<file path="src/rtl/aes_pkg.sv">
// Shared types, widths and the key-schedule rotate for the nibble-cell round sequencer.
package aes_pkg;

  localparam int ROW_W = 16;
  localparam int BLK_W = 64;
  localparam int CNT_W = 4;

  typedef enum logic [1:0] {
    IDLE = 2'd0,
    RUN  = 2'd1,
    DONE = 2'd2
  } seq_state_t;

  // Whole-block rotate left by one nibble; this is the round-key schedule step.
  function automatic logic [BLK_W-1:0] rotl4_64(input logic [BLK_W-1:0] v);
    return {v[BLK_W-5:0], v[BLK_W-1:BLK_W-4]};
  endfunction

endpackage

</file>
<file path="src/rtl/nibble_shift_rows.sv">
// Combinational ShiftRows for a 64-bit block of four 16-bit rows (row0 in the MSBs).
module nibble_shift_rows
  import aes_pkg::*;
(
  input  logic [BLK_W-1:0] blk_i,
  output logic [BLK_W-1:0] blk_o
);

  logic [ROW_W-1:0] row0;
  logic [ROW_W-1:0] row1;
  logic [ROW_W-1:0] row2;
  logic [ROW_W-1:0] row3;

  assign row0 = blk_i[63:48];
  assign row1 = blk_i[47:32];
  assign row2 = blk_i[31:16];
  assign row3 = blk_i[15:0];

  // Right rotates by 12, 8 and 4 bits for rows 1..3; row0 passes through.
  assign blk_o = {row0,
                  row1[11:0], row1[15:12],
                  row2[7:0],  row2[15:8],
                  row3[3:0],  row3[15:4]};

endmodule

</file>
<file path="src/rtl/aes_round_sequencer.sv">
// Round controller: accepts a block and key, runs NUM_ROUNDS ShiftRows+key rounds,
// then holds the ciphertext on a valid/ready output until consumed.
module aes_round_sequencer
  import aes_pkg::*;
#(
  parameter int NUM_ROUNDS = 4
) (
  input  logic             clk,
  input  logic             rst_n,
  input  logic             abort,
  input  logic             in_valid,
  output logic             in_ready,
  input  logic [BLK_W-1:0] in_data,
  input  logic [BLK_W-1:0] in_key,
  output logic             out_valid,
  input  logic             out_ready,
  output logic [BLK_W-1:0] out_data,
  output logic             busy,
  output logic [CNT_W-1:0] round_cnt
);

  localparam logic [CNT_W-1:0] LAST_ROUND = CNT_W'(NUM_ROUNDS);

  seq_state_t       fsm_q, fsm_d;
  logic [BLK_W-1:0] state_q, state_d;
  logic [BLK_W-1:0] key_q, key_d;
  logic [CNT_W-1:0] cnt_q, cnt_d;
  logic             init_q, init_d;
  logic [BLK_W-1:0] key_next;
  logic [BLK_W-1:0] sr_out;

  nibble_shift_rows u_shift_rows (
    .blk_i (state_q),
    .blk_o (sr_out)
  );

  assign key_next = rotl4_64(key_q);
  // init_q keeps in_ready low while reset is held, and for no longer.
  assign init_d   = 1'b1;

  assign in_ready  = (fsm_q == IDLE) && init_q;
  assign out_valid = (fsm_q == DONE);
  assign out_data  = state_q;
  assign busy      = (fsm_q == RUN) || (fsm_q == DONE);
  assign round_cnt = cnt_q;

  always_comb begin
    fsm_d   = fsm_q;
    state_d = state_q;
    key_d   = key_q;
    cnt_d   = cnt_q;
    if (abort) begin
      fsm_d   = IDLE;
      state_d = '0;
      key_d   = '0;
      cnt_d   = '0;
    end else begin
      unique case (fsm_q)
        IDLE: begin
          if (in_valid && in_ready) begin
            state_d = in_data ^ in_key;
            key_d   = in_key;
            cnt_d   = CNT_W'(1);
            fsm_d   = RUN;
          end
        end
        RUN: begin
          key_d   = key_next;
          state_d = sr_out ^ key_next;
          if (cnt_q == LAST_ROUND) begin
            fsm_d = DONE;
          end else begin
            cnt_d = cnt_q + CNT_W'(1);
          end
        end
        DONE: begin
          if (out_ready) begin
            fsm_d = IDLE;
            cnt_d = '0;
          end
        end
        default: begin
          fsm_d = IDLE;
          cnt_d = '0;
        end
      endcase
    end
  end

  always_ff @(posedge clk or negedge rst_n) begin
    if (!rst_n) begin
      fsm_q   <= IDLE;
      state_q <= '0;
      key_q   <= '0;
      cnt_q   <= '0;
      init_q  <= 1'b0;
    end else begin
      fsm_q   <= fsm_d;
      state_q <= state_d;
      key_q   <= key_d;
      cnt_q   <= cnt_d;
      init_q  <= init_d;
    end
  end

endmodule

</file>
<file path="config.mk">
export PLATFORM = sky130hd
export DESIGN_NAME = aes_round_sequencer
export DESIGN_NICKNAME = d
export VERILOG_FILES = /design/src/rtl/aes_pkg.sv /design/src/rtl/nibble_shift_rows.sv /design/src/rtl/aes_round_sequencer.sv
export SDC_FILE = /design/constraint.sdc
export NUM_CORES = 1
export LEC_CHECK = 0
export CORE_MARGIN = 3
export CORE_UTILIZATION = 39
export DETAILED_ROUTE_END_ITERATION = 8
export PLACE_DENSITY = 0.79
export SYNTH_ARGS = -nofsm -noshare
export SYNTH_HDL_FRONTEND = slang
export SYNTH_SLANG_ARGS = --single-unit
</file>
<file path="constraint.sdc">
create_clock -name clk -period 2 [get_ports clk]
set_clock_uncertainty 0.2 [all_clocks]
set_input_delay 0.5 -clock clk [delete_from_list [all_inputs] [get_ports clk]]
set_output_delay 0.5 -clock clk [all_outputs]
set_load 0.05 [all_outputs]
</file>
==> results of run 1 <==
power groups by stage:
stage	clock (W)	sequential [W]	combinational, W
3_3_place_gp	0	0.00471	0.00777
3_5_place_dp	0	0.00474	0.00793
5_1_grt	0.00313	0.00489	0.00951
6_report	0.00297	0.00477	0.00901
2_1_floorplan	0	0.00606	0.00322
4_1_cts	0.00301	0.00472	0.00815
cell usage in the layout, fill, tap and decap left out, types with 32 or more instances in the layout:
master           instances
clkbuf_16               32
clkdlybuf4s50_1        130
dfrtp_1                135
buf_12                  54
mux2i_1                 63
o21ai_1                 51
nand2_1                163
xnor2_1                 64
o211ai_1                48
o31ai_1                 57
xor2_1                  48
buf_4                   78
per-layer routing:
metal | up-vias | track usage
met3 | 37 | 0.05059
li1 | 3358 | -
met1 | 3538 | 0.2815
met5 | - | 0
met2 | 301 | 0.3369
met4 | 0 | 0.07176
worst max path at each step:
stage,from,endpoint,slack (ps),cells after the start
2_1_floorplan,fsm_q[0]$_DFFE_PN0P_,round_cnt[1]$_DFFE_PN0P_,-30,6
6_report,fsm_q[0]$_DFFE_PN0P_,key_q[41]$_DFFE_PN0P_,-110,9
3_5_place_dp,in_valid,out_data[26]$_DFFE_PN0P_,-290,5
5_1_grt,fsm_q[0]$_DFFE_PN0P_,key_q[41]$_DFFE_PN0P_,-180,9
4_1_cts,fsm_q[1]$_DFFE_PN0P_,in_ready,-110,5
3_3_place_gp,in_valid,out_data[22]$_DFFE_PN0P_,-190,5
repair_timing:
| action | 4_1_cts | 5_1_grt |
|---|---|---|
| hold buffers | 1 | 0 |
| cloned | 2 | 19 |
| pin swaps | 4 | 4 |
| gates resized for setup | 19 | 88 |
| buffers inserted | 6 | 14 |
| endpoints found under the setup margin | 7 | 132 |
| hold endpoints to repair | 27 | 0 |
cells in the mapped netlist (2+ instances only):
cell type  number
a21oi_1         5
a22o_1         17
a31oi_1         2
and3_1          2
buf_1           2
buf_2          22
buf_4          15
clkbuf_1       25
dfrtp_1       135
ha_1            6
inv_1           6
mux2i_1        64
nand2_1       164
nand3b_1       16
nor2_1          2
o211ai_1       48
o21ai_0        60
o21ai_1        20
o22ai_1         2
o31ai_1        64
xnor2_1        64
xor2_1         48
flip-flops by register name, indices dropped and copies added (netlist names):
register   flops
fsm_q          2
key_q         64
init_q         1
round_cnt      4
out_data      64
through the flow:
stage | std cells | hold slack (ps) | setup slack, ps | instance area (um2) | utilization
final | 1329 | 171.7 | -114.0 | 12110 | 0.6326
after global routing | 1329 | 172.8 | -177.1 | 12110 | 0.6326
after CTS | 1297 | 149.1 | -105.4 | 11420 | 0.5964
after detailed placement | 1258 | 203.0 | -286.9 | 10700 | 0.5587
after global placement | 1258 | 208.1 | -190.7 | 10700 | 0.5587
after floorplan | 805 | 4.409 | -34.51 | 7760 | -
cell type report:
cell class / instances / area, um2 / share of cell area
clock buffer: 23 / 478.0 / 0.03947
inverter: 6 / 22.52 / 0.001860
multi-input combinational: 600 / 4214 / 0.3480
clock inverter: 8 / 73.82 / 0.006096
tap: 260 / 325.3 / 0.02686
sequential: 135 / 3378 / 0.2790
timing repair buffer: 297 / 3618 / 0.2988
kinds of logic after synthesis:
family          synth area share
xor+xnor                  0.1265
mux                      0.08403
other cells            0.0004834
simple gates              0.1034
buf+inv                  0.04468
compound gates            0.1958
flops                     0.4355
fa+ha+maj               0.009677
==> results.toml, run 1 <==
[cells_and_area]
antennaDiodeCount = 0
fillers = 1453
areaGrowthSynthToFinish_pct = 56.11
nets = 1196
drive_above_1_share = 0.2161

[route]
route.met3.wl_um = 1666
initialDrtViolationCount = 550
topRoutingLayerUsed = "met4"
vias = 7234
routedWlPerCell_um = 19.00
drtPass1Iterations = 4
ant_nets = 0
drc_errors = 0
wl_met2_um = 12610
wl_met1_um = 10550
drt_wl_total_um = 25250
via_per_inst = 5.443

[hold_path]
hold_class = "in -> reg"
hold_start = "abort"
hold_end = "fsm_q[0]$_DFFE_PN0P_"
min_path_cells = 2

[power_and_ir_drop]
p_sw_frac = 0.4209
p_leak_nw = 5.025
power_w = 0.01674
p_switching_w = 0.007048
powerDensity_nw_per_um2 = 1383
pwr-share-seq = 0.285
vdd_drop_max_mv = 0.9234
combPwrFrac = 0.538
p_int_w = 0.009697
clkPwrFrac = 0.177

[timing]
fin_setup_tns_ps = -5008
drv_slew = 0
rsz0062_at_grt = "yes"
setup_violations = 121
min_period_ps = 2114
fin_crit_sh = 1.057
hold_viol = 0
max-slew-margin-rel = 0.5823
tightest_slew_ps = 626.5
max_freq_mhz = 473.0
setup_slack_ps = -114.0

[synthesis]
synth.avg_cell_area_um2 = 9.637
synth_area_um2 = 7757
synth_area_leader_cell = "dfrtp_1"
synth_ff_type = "dfrtp_1"
ys_warn_count = 0
async_reset_ff_frac = 1.000
synth_edf_count = 0
synth_area_leaders = "dfrtp_1, mux2i_1, nand2_1"
synth.top_cell.area_share = 0.4355
syn_inst = 805
ys_seq_area_frac = 0.4355
synth-seq-cells = 135
synth_cell_type_count = 38
synth.net_count = 944

[setup_path]
cpLargestDelayFamily = "buffers and inverters"
r2r_start = "fsm_q[0]$_DFFE_PN0P_"
cpMaxStageDelayCell = "dfrtp_1"
critPathMaxStageDelay_ps = 400
cp_num_buf_inv = 4
cp.arrival_ps = 2220
rr_endpoint = "key_q[41]$_DFFE_PN0P_"
path_max_fanout = 7
r2r_slack_ps = -110
reg2reg_depth = 9
critical_path_class = "reg -> reg"
cp.required_ps = 2110
startpoint_type = "register"
path_cells = "buf_4 > ha_2 > nor2b_4 > a311oi_4 > buf_6 > buf_12 > clkbuf_16 > nand2_1 > o31ai_1"
cp-end-kind = "register"

[grt]
grt_overflow = 0
grt_max_degree = 58
grt_pass1_vias = 6952
grt_util_all_layers = 0.2105
antenna_found_initial = 0
grt_pass1_wl_um = 36690

[clocking]
clkTransAtPathRegs_ps = 60
clkLatencyLatePin_ps = 420
cts_tree = "yes"
h-tree-depth = 4
cts_sinks = 135
cts_max_path_buffers = 2
cts_buffers = 17
cts-root-buf = "clkbuf_16"

[die]
rows = 50
die_w_um = 147.0
io_pins = 204
design.core.area_um2 = 19140
start_util = 0.4052
fp.dieArea_um2 = 21620
die_y_um = 147.0

[place]
gp_congestion = 0.8574
dp_hpwl_um = 16520
io_buffers = 203

[status]
violations = "setup timing"
status = "finished with violations"

[run]
cap_viol_max_count = 0
No activity file was read; power rests on OpenSTA's default activity.
==> run 2: changes to the inputs <==
CORE_MARGIN = 1.5   (was 3)
==> run 2 against run 1 <==
The flow still finishes with violations (setup timing); non-clock buffer count down 11; register-to-register slack worse by 20 ps; wire length down 3.9%; largest cell class unchanged.
==> results.toml, run 2 (synthesized netlist as in run 1, its figures left out) <==
[cells_and_area]
register_area_um2 = 3378
mostFrequentLayoutCells = "nand2_1, dfrtp_1, clkdlybuf4s50_1"
fillers = 1495
areaGrowthSynthToFinish_pct = 55.00
drive_above_1_share = 0.2144
nets = 1185
layout_commonest_cell = "nand2_1"
antennaDiodeCount = 0
final_area_um2 = 12020
multi_input_area_um2 = 4242
final_cells = 1324

[run]
cap_viol_max_count = 0

[hold_path]
min_path_cells = 2
hold_start = "abort"
hold_end = "fsm_q[0]$_DFFE_PN0P_"
hold_class = "in -> reg"

[clocking]
clkLatencyLatePin_ps = 420
clkTransAtPathRegs_ps = 60
cts_buffers = 17
cts_sinks = 135
h-tree-depth = 4
cts-root-buf = "clkbuf_16"
cts_tree = "yes"
cts_max_path_buffers = 2

[route]
vias = 7144
ant_nets = 0
routedWlPerCell_um = 18.33
initialDrtViolationCount = 405
drt_wl_total_um = 24270
drtPass1Iterations = 4
via_per_inst = 5.396
drc_errors = 0

[setup_path]
cp.required_ps = 2100
r2r_slack_ps = -130
path_depth = 10
cpLargestDelayFamily = "buffers and inverters"
critical_path_class = "reg -> reg"
r2r_start = "fsm_q[0]$_DFFE_PN0P_"
startpoint_type = "register"
cp-end-kind = "register"
path_max_fanout = 7
critPathMaxStageDelay_ps = 380
crit_top_cell = "buf_4"
cpMaxStageDelayCell = "dfrtp_1"
cp.arrival_ps = 2230
cp_num_buf_inv = 6
rr_endpoint = "key_q[17]$_DFFE_PN0P_"
path_cells = "inv_2 > ha_4 > buf_6 > buf_4 > a311oi_4 > buf_4 > buf_8 > clkbuf_16 > nand2_1 > o31ai_1"
reg2reg_depth = 10

[power_and_ir_drop]
p_sw_frac = 0.4144
p_leak_nw = 4.972
vdd_drop_max_mv = 0.7878
powerDensity_nw_per_um2 = 1410
p_int_w = 0.009929
power_w = 0.01696
p_switching_w = 0.007026
pwr-share-seq = 0.280
combPwrFrac = 0.520
clkPwrFrac = 0.200

[die]
die_w_um = 144.0
die_y_um = 144.0
fp.dieArea_um2 = 20750
rows = 51
io_pins = 204
start_util = 0.3986
design.core.area_um2 = 19460

[grt]
grt_pass1_vias = 6633
grt_util_all_layers = 0.2115
grt_pass1_wl_um = 33990
antenna_found_initial = 0
grt_overflow = 0
grt_max_degree = 62

[place]
placedCellCount = 1259
dp_slack_ps = -234.9
dpl_cell_area_um2 = 10660
gp_congestion = 0.8654
dp_hpwl_um = 15900
io_buffers = 203

[timing]
max_freq_mhz = 469.6
setup_violations = 83
holdWs_ps = 154.6
hold_viol = 0
rsz0062_at_grt = "yes"
drv_slew = 0
min_period_ps = 2130
setup_slack_ps = -129.7
fin_crit_sh = 1.065

[status]
status = "finished with violations"
violations = "setup timing"
run 2: worst max-delay path by stage:
stage                                     from                       end  slack (ps)
final                     fsm_q[0]$_DFFE_PN0P_     key_q[17]$_DFFE_PN0P_        -130
after global routing      fsm_q[0]$_DFFE_PN0P_     key_q[41]$_DFFE_PN0P_        -150
after CTS                 fsm_q[0]$_DFFE_PN0P_                  in_ready         -90
after detailed placement              in_valid  out_data[37]$_DFFE_PN0P_        -230
after global placement                in_valid  out_data[47]$_DFFE_PN0P_        -190
after floorplan           fsm_q[0]$_DFFE_PN0P_  round_cnt[1]$_DFFE_PN0P_         -30
run 2: metrics by stage:
stage / setup TNS, ps / utilization
after detailed placement: -24660 / 0.5477
after global routing: -8678 / 0.6178
after floorplan: -34.51 / -
after global placement: -19800 / 0.5477
final: -3794 / 0.6178
after CTS: -89.53 / 0.5864
run 2: timing repair:
item                                    CTS  global route
buffers inserted                          7            10
hold endpoints to repair                 23             0
cloned                                    0            16
endpoints found under the setup margin    8           130
gates resized for setup                  15            80
pin swaps                                 2             2
hold buffers                              1             0
run 2: cell type report:
cell class,instances,area share
clock inverter,11,0.01415
clock buffer,21,0.03913
multi-input combinational,600,0.3528
sequential,135,0.2810
tap,265,0.02758
inverter,6,0.001873
timing repair buffer,286,0.2836
run 2: per-layer routing:
metal	routed length, um	track usage	vias up
li1	-	-	3333
met1	9890	0.2792	3461
met2	12080	0.3437	311
met3	1772	0.04040	39
met4	527	0.08002	0
met5	0	0	-
run 2: power groups by stage:
stage	Clock, W	Combinational [W]	Sequential [W]
floorplan	0	0.00322	0.00606
finish	0.00339	0.00881	0.00475
CTS	0.00342	0.00800	0.00472
detailed placement	0	0.00784	0.00474
global placement	0	0.00767	0.00472
global route	0.00355	0.00930	0.00487
==> run 3: changes to the inputs <==
CELL_PAD_IN_SITES_DETAIL_PLACEMENT = 0   (was default)
CELL_PAD_IN_SITES_GLOBAL_PLACEMENT = 1   (was default)
CORE_UTILIZATION = 34   (was 39)
PLACE_DENSITY = 0.88   (was 0.79)
==> run 3 against run 2 <==
Global-route usage shrank 2.3 points; the run still ends with setup timing left; critical path depth is 5 lower; count of clock-buffer cells in the layout decreased by 2; cell count is 2.6% higher; die area increased by 14%; non-clock buffer count up 15.
==> results.toml, run 3 (synthesized netlist as in run 1, its figures left out) <==
[route]
ant_nets = 0
drt_wl_total_um = 25030
via_per_inst = 5.266
routedWlPerCell_um = 18.42
vias = 7156
initialDrtViolationCount = 483
drtPass1Iterations = 5
drc_errors = 0

[setup_path]
cp-end-kind = "output pin"
critPathMaxStageDelay_ps = 390
critical_path_class = "reg -> out"
cp.required_ps = 1300
startpoint_type = "register"
path_cells = "inv_2 > ha_4 > buf_6 > and2_4 > buf_12"
path_max_fanout = 2
cpMaxStageDelayCell = "dfrtp_1"
cp.arrival_ps = 1420

[timing]
holdWs_ps = 189.4
rsz0062_at_grt = "yes"
fin_crit_sh = 1.058
setup_slack_ps = -116.2
drv_slew = 0
max-slew-margin-rel = 0.4912
max_freq_mhz = 472.5
setup_violations = 73
min_period_ps = 2116
tightest_slew_ps = 763.2
hold_viol = 0

[power_and_ir_drop]
vdd_drop_max_mv = 0.8204
powerDensity_nw_per_um2 = 1421
clkPwrFrac = 0.215
pwr-share-seq = 0.270
power_w = 0.01762
combPwrFrac = 0.516
p_int_w = 0.01050
p_sw_frac = 0.4042
p_leak_nw = 5.144
p_switching_w = 0.007123

[grt]
grt_max_degree = 66
grt_pass1_vias = 6715
antenna_found_initial = 0
grt_overflow = 0
grt_pass1_wl_um = 35400
grt_util_all_layers = 0.1888

[clocking]
cts-root-buf = "clkbuf_16"
h-tree-depth = 4
cts_max_path_buffers = 2
clkLatencyLatePin_ps = 430
cts_buffers = 17
clkTransAtPathRegs_ps = 60
cts_tree = "yes"
cts_sinks = 135

[die]
fp.dieArea_um2 = 23730
io_pins = 204
start_util = 0.3447
die_w_um = 154.1
design.core.area_um2 = 22500
die_y_um = 154.1
rows = 55

[place]
dp_hpwl_um = 15980
io_buffers = 203
placedCellCount = 1279
gp_congestion = 0.8190
dpl_cell_area_um2 = 10650

[cells_and_area]
layout_commonest_cell = "nand2_1"
mostFrequentLayoutCells = "nand2_1, dfrtp_1, clkdlybuf4s50_1"
antennaDiodeCount = 0
nets = 1200
drive_above_1_share = 0.2374
final_area_um2 = 12400
final_cells = 1359
utilization = 0.5511
areaGrowthSynthToFinish_pct = 59.87

[status]
status = "finished with violations"
violations = "setup timing"

[run]
cap_viol_max_count = 0

[hold_path]
hold_class = "in -> reg"
==> run 3: changes by cell type in the layout (fill, tap and decap cells not counted), moves of 3 or more <==
cell | before | now
buf_4 | 70 | 77
buf_6 | 19 | 14
buf_8 | 4 | 9
bufinv_16 | 4 | 7
clkbuf_16 | 27 | 34
nand2_1 | 161 | 155
nand2_2 | 3 | 9
o21ai_0 | 30 | 20
o21ai_2 | 2 | 11
o31ai_1 | 46 | 50
o31ai_2 | 18 | 14
==> run 3: metrics by stage <==
stage / setup WS, ps / setup TNS, ps
after global routing: -179.5 / -11400
final: -116.2 / -1762
after global placement: -251.0 / -25130
after CTS: -111.4 / -160.2
after floorplan: -34.51 / -34.51
after detailed placement: -293.4 / -28630
==> run 3: routing by layer <==
metal	GRT usage	vias up	wire length, um	part of all wire
li1	-	3359	-	-
met1	0.2477	3511	10870	0.43
met2	0.3017	250	12150	0.49
met3	0.04143	36	1516	0.061
met4	0.07813	0	493	0.020
met5	0	-	0	0
==> run 3: power by group through the flow <==
| stage | combinational [W] | clock (W) | sequential, W |
|---|---|---|---|
| after CTS | 0.00800 | 0.00382 | 0.00471 |
| final | 0.00909 | 0.00378 | 0.00475 |
| after global routing | 0.00963 | 0.00396 | 0.00488 |
| after global placement | 0.00777 | 0 | 0.00472 |
| after floorplan | 0.00322 | 0 | 0.00606 |
| after detailed placement | 0.00788 | 0 | 0.00473 |
==> run 3: timing repair <==
action,in CTS,in global routing
buffers inserted,4,20
resized for setup,14,117
hold buffers,1,0
cloned,0,26
pin swaps,3,8
endpoints found under the hold margin,20,0
setup endpoints to repair,6,128
==> run 3: final timing paths <==
check	startpoint	end	slack (ps)	depth (start not counted)
min in group asynchronous	rst_n	key_q[1]$_DFFE_PN0P_	300	2
worst min register to register	out_data[55]$_DFFE_PN0P_	out_data[55]$_DFFE_PN0P_	320	1
worst max-delay path	fsm_q[0]$_DFFE_PN0P_	in_ready	-120	5
worst min-delay path	abort	fsm_q[0]$_DFFE_PN0P_	190	2
max in group asynchronous	rst_n	out_data[30]$_DFFE_PN0P_	720	3
worst max register to register	fsm_q[1]$_DFFE_PN0P_	out_data[2]$_DFFE_PN0P_	-100	9
==> run 3: area by class of cell <==
class                      instances  area (um2)
clock buffer                      19       452.9
tap                              285       356.6
clock inverter                    13       249.0
fill                            1900       10100
multi-input combinational        600        4282
sequential                       135        3378
timing repair buffer             301        3661
inverter                           6       22.52
==> run 3: worst max-delay path, delay by kind of cell, from the launching register on <==
kind | cells | cell delay, ps
simple gates | 1 | 150
buf+inv | 3 | 310
flops | 1 | 390
fa+ha+maj | 1 | 140
